--- src/rtl/button_pkg.sv ---
// Shared types and helpers for the push-button front-end.
package button_pkg;

  typedef enum logic [1:0] {
    BTN_IDLE,
    BTN_HELD,
    BTN_REPEAT
  } btn_state_t;

  function automatic int cnt_width(input int n);
    return $clog2(n) + 1;
  endfunction

endpackage

--- src/rtl/btn_channel.sv ---
// One button channel: 2-FF synchronizer, debouncer, press/auto-repeat FSM.
// Events are suppressed, and the repeat timer held at 0, while inhibit is high.
module btn_channel
  import button_pkg::*;
#(
  parameter int DEBOUNCE_CYCLES = 1_000_000,
  parameter int REPEAT_DELAY    = 50_000_000,
  parameter int REPEAT_RATE     = 10_000_000
) (
  input  logic clk,
  input  logic reset,
  input  logic raw,
  input  logic inhibit,
  output logic level,
  output logic press_evt
);

  localparam int DW   = cnt_width(DEBOUNCE_CYCLES);
  localparam int TMAX = (REPEAT_DELAY > REPEAT_RATE) ? REPEAT_DELAY : REPEAT_RATE;
  localparam int TW   = cnt_width(TMAX);

  localparam logic [DW-1:0] DB_LAST = DW'(DEBOUNCE_CYCLES - 1);
  localparam logic [TW-1:0] RD_LAST = (REPEAT_DELAY == 0) ? '0 : TW'(REPEAT_DELAY - 1);
  localparam logic [TW-1:0] RR_LAST = TW'(REPEAT_RATE - 1);

  logic          sync1;
  logic          sync2;
  logic          stable;
  logic [DW-1:0] db_cnt;
  btn_state_t    state;
  btn_state_t    state_nxt;
  logic [TW-1:0] timer;
  logic [TW-1:0] timer_nxt;
  logic          raw_evt;

  always_ff @(posedge clk) begin
    if (reset) begin
      sync1 <= 1'b0;
      sync2 <= 1'b0;
    end else begin
      sync1 <= raw;
      sync2 <= sync1;
    end
  end

  // Level flips only after DEBOUNCE_CYCLES consecutive differing samples.
  always_ff @(posedge clk) begin
    if (reset) begin
      stable <= 1'b0;
      db_cnt <= '0;
    end else if (sync2 == stable) begin
      db_cnt <= '0;
    end else if (db_cnt == DB_LAST) begin
      stable <= ~stable;
      db_cnt <= '0;
    end else begin
      db_cnt <= db_cnt + 1'b1;
    end
  end

  always_ff @(posedge clk) begin
    if (reset) begin
      state <= BTN_IDLE;
      timer <= '0;
    end else begin
      state <= state_nxt;
      timer <= timer_nxt;
    end
  end

  always_comb begin
    state_nxt = state;
    timer_nxt = timer;
    raw_evt   = 1'b0;
    case (state)
      BTN_IDLE: begin
        timer_nxt = '0;
        if (stable) begin
          raw_evt   = 1'b1;
          state_nxt = BTN_HELD;
        end
      end
      BTN_HELD: begin
        if (!stable) begin
          state_nxt = BTN_IDLE;
          timer_nxt = '0;
        end else if (inhibit) begin
          timer_nxt = '0;
        end else if (REPEAT_DELAY != 0) begin
          if (timer == RD_LAST) begin
            raw_evt   = 1'b1;
            timer_nxt = '0;
            state_nxt = BTN_REPEAT;
          end else begin
            timer_nxt = timer + 1'b1;
          end
        end
      end
      BTN_REPEAT: begin
        if (!stable) begin
          state_nxt = BTN_IDLE;
          timer_nxt = '0;
        end else if (inhibit) begin
          timer_nxt = '0;
        end else if (timer == RR_LAST) begin
          raw_evt   = 1'b1;
          timer_nxt = '0;
        end else begin
          timer_nxt = timer + 1'b1;
        end
      end
      default: begin
        state_nxt = BTN_IDLE;
        timer_nxt = '0;
      end
    endcase
  end

  assign press_evt = raw_evt & ~inhibit;
  assign level     = stable;

endmodule

--- src/rtl/button_pulse_gen.sv ---
// East/west button front-end: two debounced channels that inhibit each other,
// so the registered press pulses can never be high together.
module button_pulse_gen
  import button_pkg::*;
#(
  parameter int DEBOUNCE_CYCLES = 1_000_000,
  parameter int REPEAT_DELAY    = 50_000_000,
  parameter int REPEAT_RATE     = 10_000_000
) (
  input  logic clk,
  input  logic reset,
  input  logic east_raw,
  input  logic west_raw,
  output logic east_pulse,
  output logic west_pulse,
  output logic east_level,
  output logic west_level
);

  logic east_evt;
  logic west_evt;

  btn_channel #(
    .DEBOUNCE_CYCLES(DEBOUNCE_CYCLES),
    .REPEAT_DELAY   (REPEAT_DELAY),
    .REPEAT_RATE    (REPEAT_RATE)
  ) u_east (
    .clk      (clk),
    .reset    (reset),
    .raw      (east_raw),
    .inhibit  (west_level),
    .level    (east_level),
    .press_evt(east_evt)
  );

  btn_channel #(
    .DEBOUNCE_CYCLES(DEBOUNCE_CYCLES),
    .REPEAT_DELAY   (REPEAT_DELAY),
    .REPEAT_RATE    (REPEAT_RATE)
  ) u_west (
    .clk      (clk),
    .reset    (reset),
    .raw      (west_raw),
    .inhibit  (east_level),
    .level    (west_level),
    .press_evt(west_evt)
  );

  always_ff @(posedge clk) begin
    if (reset) begin
      east_pulse <= 1'b0;
      west_pulse <= 1'b0;
    end else begin
      east_pulse <= east_evt;
      west_pulse <= west_evt;
    end
  end

endmodule

--- config.mk ---
export PLATFORM = sky130hd
export DESIGN_NAME = button_pulse_gen
export DESIGN_NICKNAME = d
export VERILOG_FILES = /design/src/rtl/button_pkg.sv /design/src/rtl/btn_channel.sv /design/src/rtl/button_pulse_gen.sv
export SDC_FILE = /design/constraint.sdc
export NUM_CORES = 1
export LEC_CHECK = 0
export ABC_CLOCK_PERIOD_IN_PS = 3400
export CORE_UTILIZATION = 30
export DETAILED_ROUTE_END_ITERATION = 8
export GPL_ROUTABILITY_DRIVEN = 0
export MAX_ROUTING_LAYER = met4
export PLACE_DENSITY_LB_ADDON = 0.25
export SYNTH_ARGS = -nofsm -noshare
export SYNTH_HDL_FRONTEND = slang
export SYNTH_SLANG_ARGS = --single-unit
export TNS_END_PERCENT = 1
--- constraint.sdc ---
create_clock -name clk -period 3.4 [get_ports clk]
set_clock_uncertainty 0.1 [all_clocks]
set_input_delay 0.68 -clock clk [delete_from_list [all_inputs] [get_ports clk]]
set_output_delay 0.68 -clock clk [all_outputs]
set_load 0.01 [all_outputs]
# Word-level counts from Yosys, hierarchy flattened
# Index checks and enable logic that the tools add are counted.
[word_totals]
ramBits = 0
output_inout_bits = 4
latchBits = 0
memories = 0
register_bits = 108
rom_bits = 0
in_bits = 4
[op_classes]
magnitude_cmp = 0
shifts = 0
div = 0
multipliers = 0
n_mux = 42
eq_ne = 20
bitwise = 6
addsub = 4
n_reduce_logical = 8
[ops]
columns = ["cell", "count"]
rows = [
  ["2-to-1 mux 27 bit", 12],
  ["case mux 27 bit (2 select lines)", 2],
  ["adder 27 x 1 -> 27 bit, second input constant", 2],
  ["equality test 27 x 24 -> 1 bit, second input constant", 2],
  ["equality test 27 x 26 -> 1 bit, second input constant", 2],
  ["adder 21 x 1 -> 21 bit, second input constant", 2],
  ["equality test 21 x 20 -> 1 bit, second input constant", 2],
  ["2-to-1 mux 2 bit", 10],
  ["2-to-1 mux 1 bit", 14],
  ["!= test 3 bit, second input constant", 4],
  ["case mux 2 bit (3 select lines)", 2],
  ["AND reduction 4 bit", 2],
  ["case mux 1 bit (3 select lines)", 2],
  ["OR reduction 3 bit", 2],
  ["equality test 2 x 1 -> 1 bit, second input constant", 2],
  ["equality test 2 bit, second input constant", 2],
  ["zero test 2 bit", 2],
  ["!= test 2 x 1 -> 1 bit, second input constant", 2],
  ["!= test 2 bit, second input constant", 2],
  ["inverter 1 bit", 4],
  ["AND reduction 2 bit", 2],
  ["AND 1 bit", 2],
  ["equality test 1 bit", 2],
]

# Depth between registers and ports, before layout
# Gate-level depths: netlist of the first run.
[depth]
word_depth = 6
depth_mapped = 8

# Cells and area by module
# From an unflattened synthesis of the first run, not the netlist that was laid out.
[hier_totals]
hier_cells = 620
area_unflattened_um2 = 5436.5
[modules_own_cells]
columns = ["mod", "cells_per_inst", "area_per_inst_um2", "n_inst"]
rows = [
  ["btn_channel at u_east", 322, 2768.9, 1],
  ["btn_channel at u_west", 294, 2615.0, 1],
  ["button_pulse_gen", 4, 52.6, 1],
]

# Least setup slack after synthesis of the first run
# OpenSTA, ideal clock, no wires.
[synth_path]
path_kind = "register to register"
from = "register u_west.timer[24]"
to = "register u_west.timer[2]"
setup_time_ns = 0.115
stages_incl_launch_ff = 8
arrival_ns = 1.896
path_buffers = 2
t_required_ns = 3.185
slack_ns = 1.290
path_cell_list = "dfxtp_1 > or4b_1 > or4_4 > o21ai_1 > a21o_1 > buf_6 > buf_6 > nor2_1"
[synth_between]
elab_chain_len = 5
[synth_rtl]
columns = ["item", "line_no", "text"]
rows = [
  ["start: declaration", "btn_channel.sv:32", "logic [TW-1:0] timer;"],
  ["start signal: assignment", "btn_channel.sv:67", "timer <= timer_nxt;"],
  ["equality test 27 x 24 -> 1 bit / equality test 27 x 26 -> 1 bit (equally long branches)", "btn_channel.sv:105, btn_channel.sv:90", ""],
  ["2-to-1 mux 27 bit (on tied branches)", "btn_channel.sv:105, btn_channel.sv:90", ""],
  ["2-to-1 mux 27 bit (on tied branches)", "btn_channel.sv:103, btn_channel.sv:87", ""],
  ["2-to-1 mux 27 bit (on tied branches)", "btn_channel.sv:100, btn_channel.sv:84", ""],
  ["case mux 27 bit (2 select lines) (*)", "btn_channel.sv:75", "case (state)"],
]
# Mark *: on every way between the ends. The rest lies on a longest branch, timed or not.
# A chain may end at the register's enable or synchronous reset.

# Worst setup path in the final report of the first run
[layout_path]
from = "register u_east.db_cnt[0]"
to = "register u_east.db_cnt[3]"
[layout_between]
elab_chain_len = 2
[layout_rtl]
columns = ["item", "line_no", "text"]
rows = [
  ["start: declaration", "btn_channel.sv:29", "logic [DW-1:0] db_cnt;"],
  ["start signal: assignment", "btn_channel.sv:57", "db_cnt <= db_cnt + 1'b1;"],
  ["branches (longest 2 deep; another with adder 21 x 1 -> 21 bit)", "n/a", ""],
]
# Several ways; the timed one is not identified.

==> summary.txt, run 1 <==
Die
  – Total Die Area: 17070 um2
  – Die height: around 130 um
  – Die Wd: 130.7 um
  – Standard-cell rows: 46
  – Initial core utilization: 0.3104
  – Core area: 16000 um2
  – IO Count: 8

Clocking
  – Root buffer cell: clkbuf_16
  – CTS Buf Count: 9
  – CTS sink cnt: ~110
  – CTS tree: built
  – Reg clk slew, reported paths: roughly 70 ps
  – CTS Hold Buffers Added: 0
  – Post-CTS Setup Bufs: 0
  – Worst-skew pair later-pin latency: 360 ps
  – CTS resizes: 0
  – H-tree levels: 3
  – Clock buffer depth: 2

Min path
  – Hold Crit Class: flip-flop to flip-flop
  – Hold path startpoint: u_west.db_cnt[0]

Yosys
  – Synth Area in XOR/XNOR: 0.1570
  – Yosys top cell area share: 0.4354
  – Combinational family with the most area after synthesis: simple AND/OR/NAND/NOR gates
  – Area share of and/or/nand/nor cells after synthesis: 0.3086
  – Mapped Area: 4966 um2
  – Flops & latches, synth: ~110
  – Sequential area share after synthesis: 0.4354
  – Mux cell area share after synthesis: 0.008062
  – Top cell type by total area after synthesis: dfxtp_1
  – Net Count, Synth: a little under 600
  – Compound-gate portion of the synthesized area: 0.02973
  – Post-Synth Adder-Cell Area: 0.03023
  – Synth area leaders: dfxtp_1 44%, nor2_1 8.8%, xor2_1 8.5%, xnor2_1 7.2%, nand4_1 4.8%
  – Synth Instances: 571
  – Syn Area/Cell: slightly below 9 um2
  – Unique cell type count in the Yosys netlist: 43
  – Ys Warns: 0

STA
  – Number of setup violations in the final report: 0
  – Count of final max-slew check failures: 0
  – Relative slew slack: 0.3422
  – Setup tns final: 0 ps
  – Achievable Freq: 402.5 MHz
  – Fin. Hold Viols: 0
  – Tmin final: 2485 ps
  – Period Utilization, post-route: 0.7308
  – Least-Margin Pin Slew: 977.7 ps
  – RSZ-0062 raised after global routing: false

Finish
  – Most frequent cells in the layout: 117 x nor2_1, 108 x dfxtp_1, 48 x xor2_1
  – Ant. Diodes: 0
  – Most common cell after layout, fill and taps aside: nor2_1
  – Area Growth Syn to Fin: 10.81%
  – Layout cells sized above 1: 0.03621
  – Layout Nets: around 590
  – Final Cell Area: ~5500 um2

Critical path
  – CP max-delay cell: or3_1
  – Critical path, cell by cell: ha_1, nand2_1, or3_1, nor4_1, or3_1, nor2_1
  – RR Startpoint: u_east.db_cnt[0]
  – R2r setup slk: 920 ps
  – CP top delay family: simple AND/OR/NAND/NOR gates
  – Worst Path Buf+Inv: 0
  – Crit end category: flip-flop
  – Worst Path Class, Setup: flip-flop to flip-flop
  – Crit path required time: between 3000 and 4000 ps
  – Critical Path AT: 2600 ps
  – Startpoint types: flip-flop
  – CP peak stage delay: between 600 and 700 ps
  – Critical path's most frequent cell: or3_1
  – Crit path from: u_east.db_cnt[0]
  – Crit Path Max Fanout: 21

Global routing
  – GRT Total Usage: 0.1234
  – Antenna violations before repair: 0
  – Grt ovf: 0
  – First-pass GRT wire length: between 15000 and 20000 um
  – Vias in the first global route: 3597
  – Largest net degree at the start of global routing: 28

Routing
  – 1st-iter DRT viols: ~130
  – DR DRC count: 0
  – Drt pass-1 iters: 4
  – WL final: between 9000 and 10000 um
  – Routed vias: between 3000 and 4000
  – Detailed-route wire length per cell: ~12 um
  – Vias per inst: 4.825
  – Post-route ant nets: 0

Placed design
  – Port buffer count: 7
  – Cell area after placement: 5243 um2
  – Dpl hpwl: approximately 6600 um

Power and ir drop
  – Static Leakage: about 1.6 nW
  – Max IR drop VDD: around 280 uV
  – Pwr per Cell Area: around 410 nW/um2

Status
  – Status: completed

Flow run
  – Max cap viols: 0
through the flow:
stage	hold WS, ps	instances	power [W]	util	worst slack, ps
final	342.8	796	0.002274	0.3439	915.4
after global routing	364.0	796	0.002378	0.3439	669.2
after CTS	354.2	796	0.002316	0.3439	866.0
after detailed placement	334.5	781	0.001353	0.3277	898.6
after global placement	323.8	781	0.001350	0.3277	964.0
after floorplan	312.9	571	0.001338	-	1290
power breakdown:
part	switching (W)	leakage, nW	internal [W]
combinational	0.0000286	0.627	0.0000202
sequential	0.00000475	0.871	0.00127
clock	0.000457	0.118	0.000492
layout make-up:
type | count | area, um2
multi-input cells | 430 | 2650
fillers | 1698 | 10500
inverters | 16 | 60.06
well taps | 216 | 270.3
clock inverters | 4 | 27.53
clock buffers | 11 | 232.7
flip-flops and latches | 108 | 2162
repair buffers | 11 | 100.1
layer usage:
metal,vias up,track usage,wire [um]
li1,1968,-,-
met1,1829,0.1492,4732
met2,35,0.1939,4293
met3,9,0.04438,308
met4,0,0.03178,103
met5,-,-,0
cell usage after synthesis:
| cell | count |
|---|---|
| nor2_1 | 117 |
| dfxtp_1 | 108 |
| xor2_1 | 48 |
| nand2_1 | 41 |
| xnor2_1 | 41 |
| nand4_1 | 38 |
| nand3_1 | 28 |
| inv_1 | 16 |
| nor3_1 | 14 |
| nor4_1 | 14 |
| ha_1 | 12 |
| and3_1 | 10 |
| clkbuf_1 | 8 |
| or3_1 | 7 |
| and4_1 | 6 |
| buf_2 | 6 |
| nor4b_1 | 6 |
| and2_1 | 5 |
| nor2b_1 | 5 |
| mux2i_1 | 4 |
| or4_1 | 4 |
| a21oi_1 | 3 |
| buf_6 | 3 |
| nor4bb_1 | 3 |
| o31ai_1 | 3 |
| a21o_1 | 2 |
| nand3b_1 | 2 |
| o21ai_1 | 2 |
| a211oi_1 | 1 |
| a221oi_1 | 1 |
| a22o_1 | 1 |
| a311o_1 | 1 |
| a31oi_1 | 1 |
| a31oi_2 | 1 |
| nand4b_1 | 1 |
| nand4bb_1 | 1 |
| nor3b_1 | 1 |
| o211a_1 | 1 |
| o21ai_0 | 1 |
| o311ai_2 | 1 |
| or2_2 | 1 |
| or4_4 | 1 |
| or4b_1 | 1 |
sequential cells by signal (all words and copies together) (netlist names):
register,count
east_pulse,1
u_east.db_cnt,21
u_east.level,1
u_east.state,2
u_east.sync1,1
u_east.sync2,1
u_east.timer,27
u_west.db_cnt,21
u_west.level,1
u_west.state,2
u_west.sync1,1
u_west.sync2,1
u_west.timer,27
west_pulse,1
final timing paths:
kind | end | cells past startpoint
setup / recovery | u_east.db_cnt[3] | 6
hold / removal | u_west.db_cnt[0] | 1
setup reg to reg | u_east.db_cnt[3] | 6
hold reg to reg | u_west.db_cnt[0] | 1
cells by family after synthesis:
family	count (synthesis)
xor+xnor	89
compound gates	19
fa+ha+maj	12
flops	108
buf+inv	33
simple gates	306
mux	4
(Power assumes the default switching activity.)
==> run 2, diff against run 1 <==
--- a/config.mk
+++ b/config.mk
@@ -5,7 +5,7 @@
 export SDC_FILE = /design/constraint.sdc
 export NUM_CORES = 1
 export LEC_CHECK = 0
-export ABC_CLOCK_PERIOD_IN_PS = 3400
+export ABC_CLOCK_PERIOD_IN_PS = 2270
 export CORE_UTILIZATION = 30
 export DETAILED_ROUTE_END_ITERATION = 8
 export GPL_ROUTABILITY_DRIVEN = 0
==> constraint.sdc (replaced) <==
create_clock -name clk -period 2.27 [get_ports clk]
set_clock_uncertainty 0.1 [all_clocks]
set_input_delay 0.454 -clock clk [delete_from_list [all_inputs] [get_ports clk]]
set_output_delay 0.454 -clock clk [all_outputs]
set_load 0.01 [all_outputs]
==> run 2 against run 1 <==
- critical path depth did not move
- register-to-register slack got worse by 820 ps
- worst setup slack lost 820 ps
- flip-flop and latch count is the same
- sequential power rose by 49%
- count of clock-buffer cells in the layout increased by 1
- clock power up 51%
- sequential share of layout area shrank 1.5 points
- global-route usage up 0.73 points
- core utilization is 1.3 points higher
- via count grew 1.7%
- fmax grew 14%
- critical endpoint is now u_west.timer[6]
- largest cell class unchanged
- highest routed layer unchanged
==> summary.txt, run 2 (synthesis results as in run 1) <==
Clocking
  – H-tree levels: 3
  – Post-CTS Setup Bufs: 0
  – CTS sink cnt: 108
  – CTS Hold Buffers Added: 0
  – CTS resizes: 0
  – CTS tree: built
  – Reg clk slew, reported paths: approximately 70 ps
  – Root buffer cell: clkbuf_16
  – Clock buffer depth: 2
  – CTS Buf Count: 9
  – Worst-skew pair later-pin latency: 350 ps

Critical path
  – R2r endpoint: u_west.timer[6]
  – Crit path required time: roughly 2400 ps
  – Startpoint types: flip-flop
  – Worst Path Class, Setup: flip-flop to flip-flop
  – RR Startpoint: u_west.timer[24]
  – Worst Path Buf+Inv: 1
  – Critical Path AT: 2320 ps
  – Crit path from: u_west.timer[24]
  – Worst Setup EP: u_west.timer[6]
  – Crit end category: flip-flop
  – R2R cell count: 6
  – Critical path, cell by cell: or4b_1, or4_4, o21ai_1, a21o_1, buf_12, nor2_1
  – CP peak stage delay: 570 ps
  – CP top delay family: simple AND/OR/NAND/NOR gates
  – CP max-delay cell: or4_4
  – Crit path depth: 6
  – Crit Path Max Fanout: 27
  – R2r setup slk: 90 ps

Finish
  – Ant. Diodes: 0
  – Layout Nets: between 600 and 700
  – Area Growth Syn to Fin: 15.14%
  – Layout cells sized above 1: 0.07463
  – Most frequent cells in the layout: 117 x nor2_1, 108 x dfxtp_1, 48 x xor2_1
  – Most common cell after layout, fill and taps aside: nor2_1
  – Final core occ: 0.3574
  – Largest regs: u_east.timer: 27 flops, u_west.timer: 27 flops
  – # fillers: 1713
  – Post-route non-filler standard cell count: about 820

STA
  – Count of final max-slew check failures: 0
  – Achievable Freq: about 460 MHz
  – Setup tns final: 0 ps
  – Final WS setup: around 91 ps
  – Fin. Hold Viols: 0
  – Relative slew slack: 0.6435
  – RSZ-0062 raised after global routing: true
  – Number of setup violations in the final report: 0
  – Tmin final: between 2000 and 2500 ps
  – Least-Margin Pin Slew: 529.9 ps
  – Period Utilization, post-route: 0.9598

Die
  – Standard-cell rows: between 40 and 50
  – IO Count: 8
  – Core area: between 15000 and 20000 um2
  – Die Wd: 130.7 um
  – Die height: ~130 um
  – Initial core utilization: 0.3104
  – Total Die Area: between 15000 and 20000 um2

Routing
  – Vias per inst: 4.768
  – Routed vias: 3905
  – WL final: 9824 um
  – Post-route ant nets: 0
  – Detailed-route wire length per cell: 12.00 um
  – 1st-iter DRT viols: roughly 130
  – Drt pass-1 iters: 4
  – DR DRC count: 0

Global routing
  – GRT Total Usage: 0.1306
  – Vias in the first global route: 3808
  – First-pass GRT wire length: 17170 um
  – Largest net degree at the start of global routing: 28
  – Antenna violations before repair: 0
  – Grt ovf: 0

Flow run
  – Max cap viols: 0

Placed design
  – Port buffer count: 7
  – Pre-CTS setup slack: approximately 87 ps
  – Placed insts: 803
  – Dpl hpwl: approximately 7000 um

Power and ir drop
  – Sw Share: 0.2157
  – Final Power: between 0.003 and 0.004 W
  – Sw power: roughly 0.00074 W
  – Clock power share: 0.419
  – Internal Power: 0.002681 W
  – Max IR drop VDD: between 400 and 500 uV
  – Comb power frac: 0.023
  – Sequential Power Share: 0.559
  – Pwr per Cell Area: 597.9 nW/um2
  – Static Leakage: 1.758 nW

Min path
  – Hold Crit Class: flip-flop to flip-flop

Status
  – Status: completed
==> run 2: changes by cell type in the layout (fill, tap and decap cells not counted), sizes merged <==
cell and change:
buf +22, clkinvlp -2, clkbuf +1, clkinv +2
==> run 2: how the worst min path moves through the flow <==
stage	start	endpoint	slack, ps	cells past startpoint
floorplan	u_west.db_cnt[0]	u_west.db_cnt[0]	310	1
global placement	u_west.db_cnt[0]	u_west.db_cnt[0]	320	1
detailed placement	u_east.db_cnt[0]	u_east.db_cnt[0]	340	1
CTS	u_west.db_cnt[0]	u_west.db_cnt[0]	350	1
global route	u_east.db_cnt[0]	u_east.db_cnt[0]	360	1
finish	u_east.db_cnt[0]	u_east.db_cnt[0]	340	1
==> run 2: area by class of cell <==
type | count | area, um2 | share of cell area
Clock buffer | 12 | 236.5 | 0.04136
Clock inverter | 4 | 26.28 | 0.004595
Inverter | 16 | 60.06 | 0.01050
Multi-Input combinational cell | 430 | 2660 | 0.4652
Sequential cell | 108 | 2162 | 0.3781
Tap cell | 216 | 270.3 | 0.04726
Timing Repair Buffer | 33 | 302.8 | 0.05295
==> run 2: worst reg2reg max path, delay by kind of cell (launching register included) <==
| kind | cells | cell delay [ps] |
|---|---|---|
| simple gates | 3 | 1160 |
| flops | 1 | 330 |
| compound gates | 2 | 310 |
| buf+inv | 1 | 170 |
==> run 2: power groups by stage <==
stage                     clock [W]  sequential, W  combinational (W)
after global routing        0.00157        0.00191          0.0000865
after detailed placement          0        0.00195          0.0000767
after global placement            0        0.00195          0.0000728
final                       0.00143        0.00191          0.0000780
after CTS                   0.00149        0.00191          0.0000775
after floorplan                   0        0.00195          0.0000523
==> run 2: metal layers <==
metal | GRT usage | up-vias | routed length (um)
li1 | - | 2018 | -
met1 | 0.1544 | 1824 | 4678
met2 | 0.2092 | 50 | 4631
met3 | 0.04235 | 13 | 371
met4 | 0.04260 | 0 | 143
met5 | - | - | 0
==> run 2: metrics by stage <==
step                      area (um2)  hold WS, ps
after floorplan                 4966        312.9
after CTS                       5708        347.4
after detailed placement        5445        336.7
after global routing            5718        356.0
after global placement          5445        322.0
final                           5718        341.1
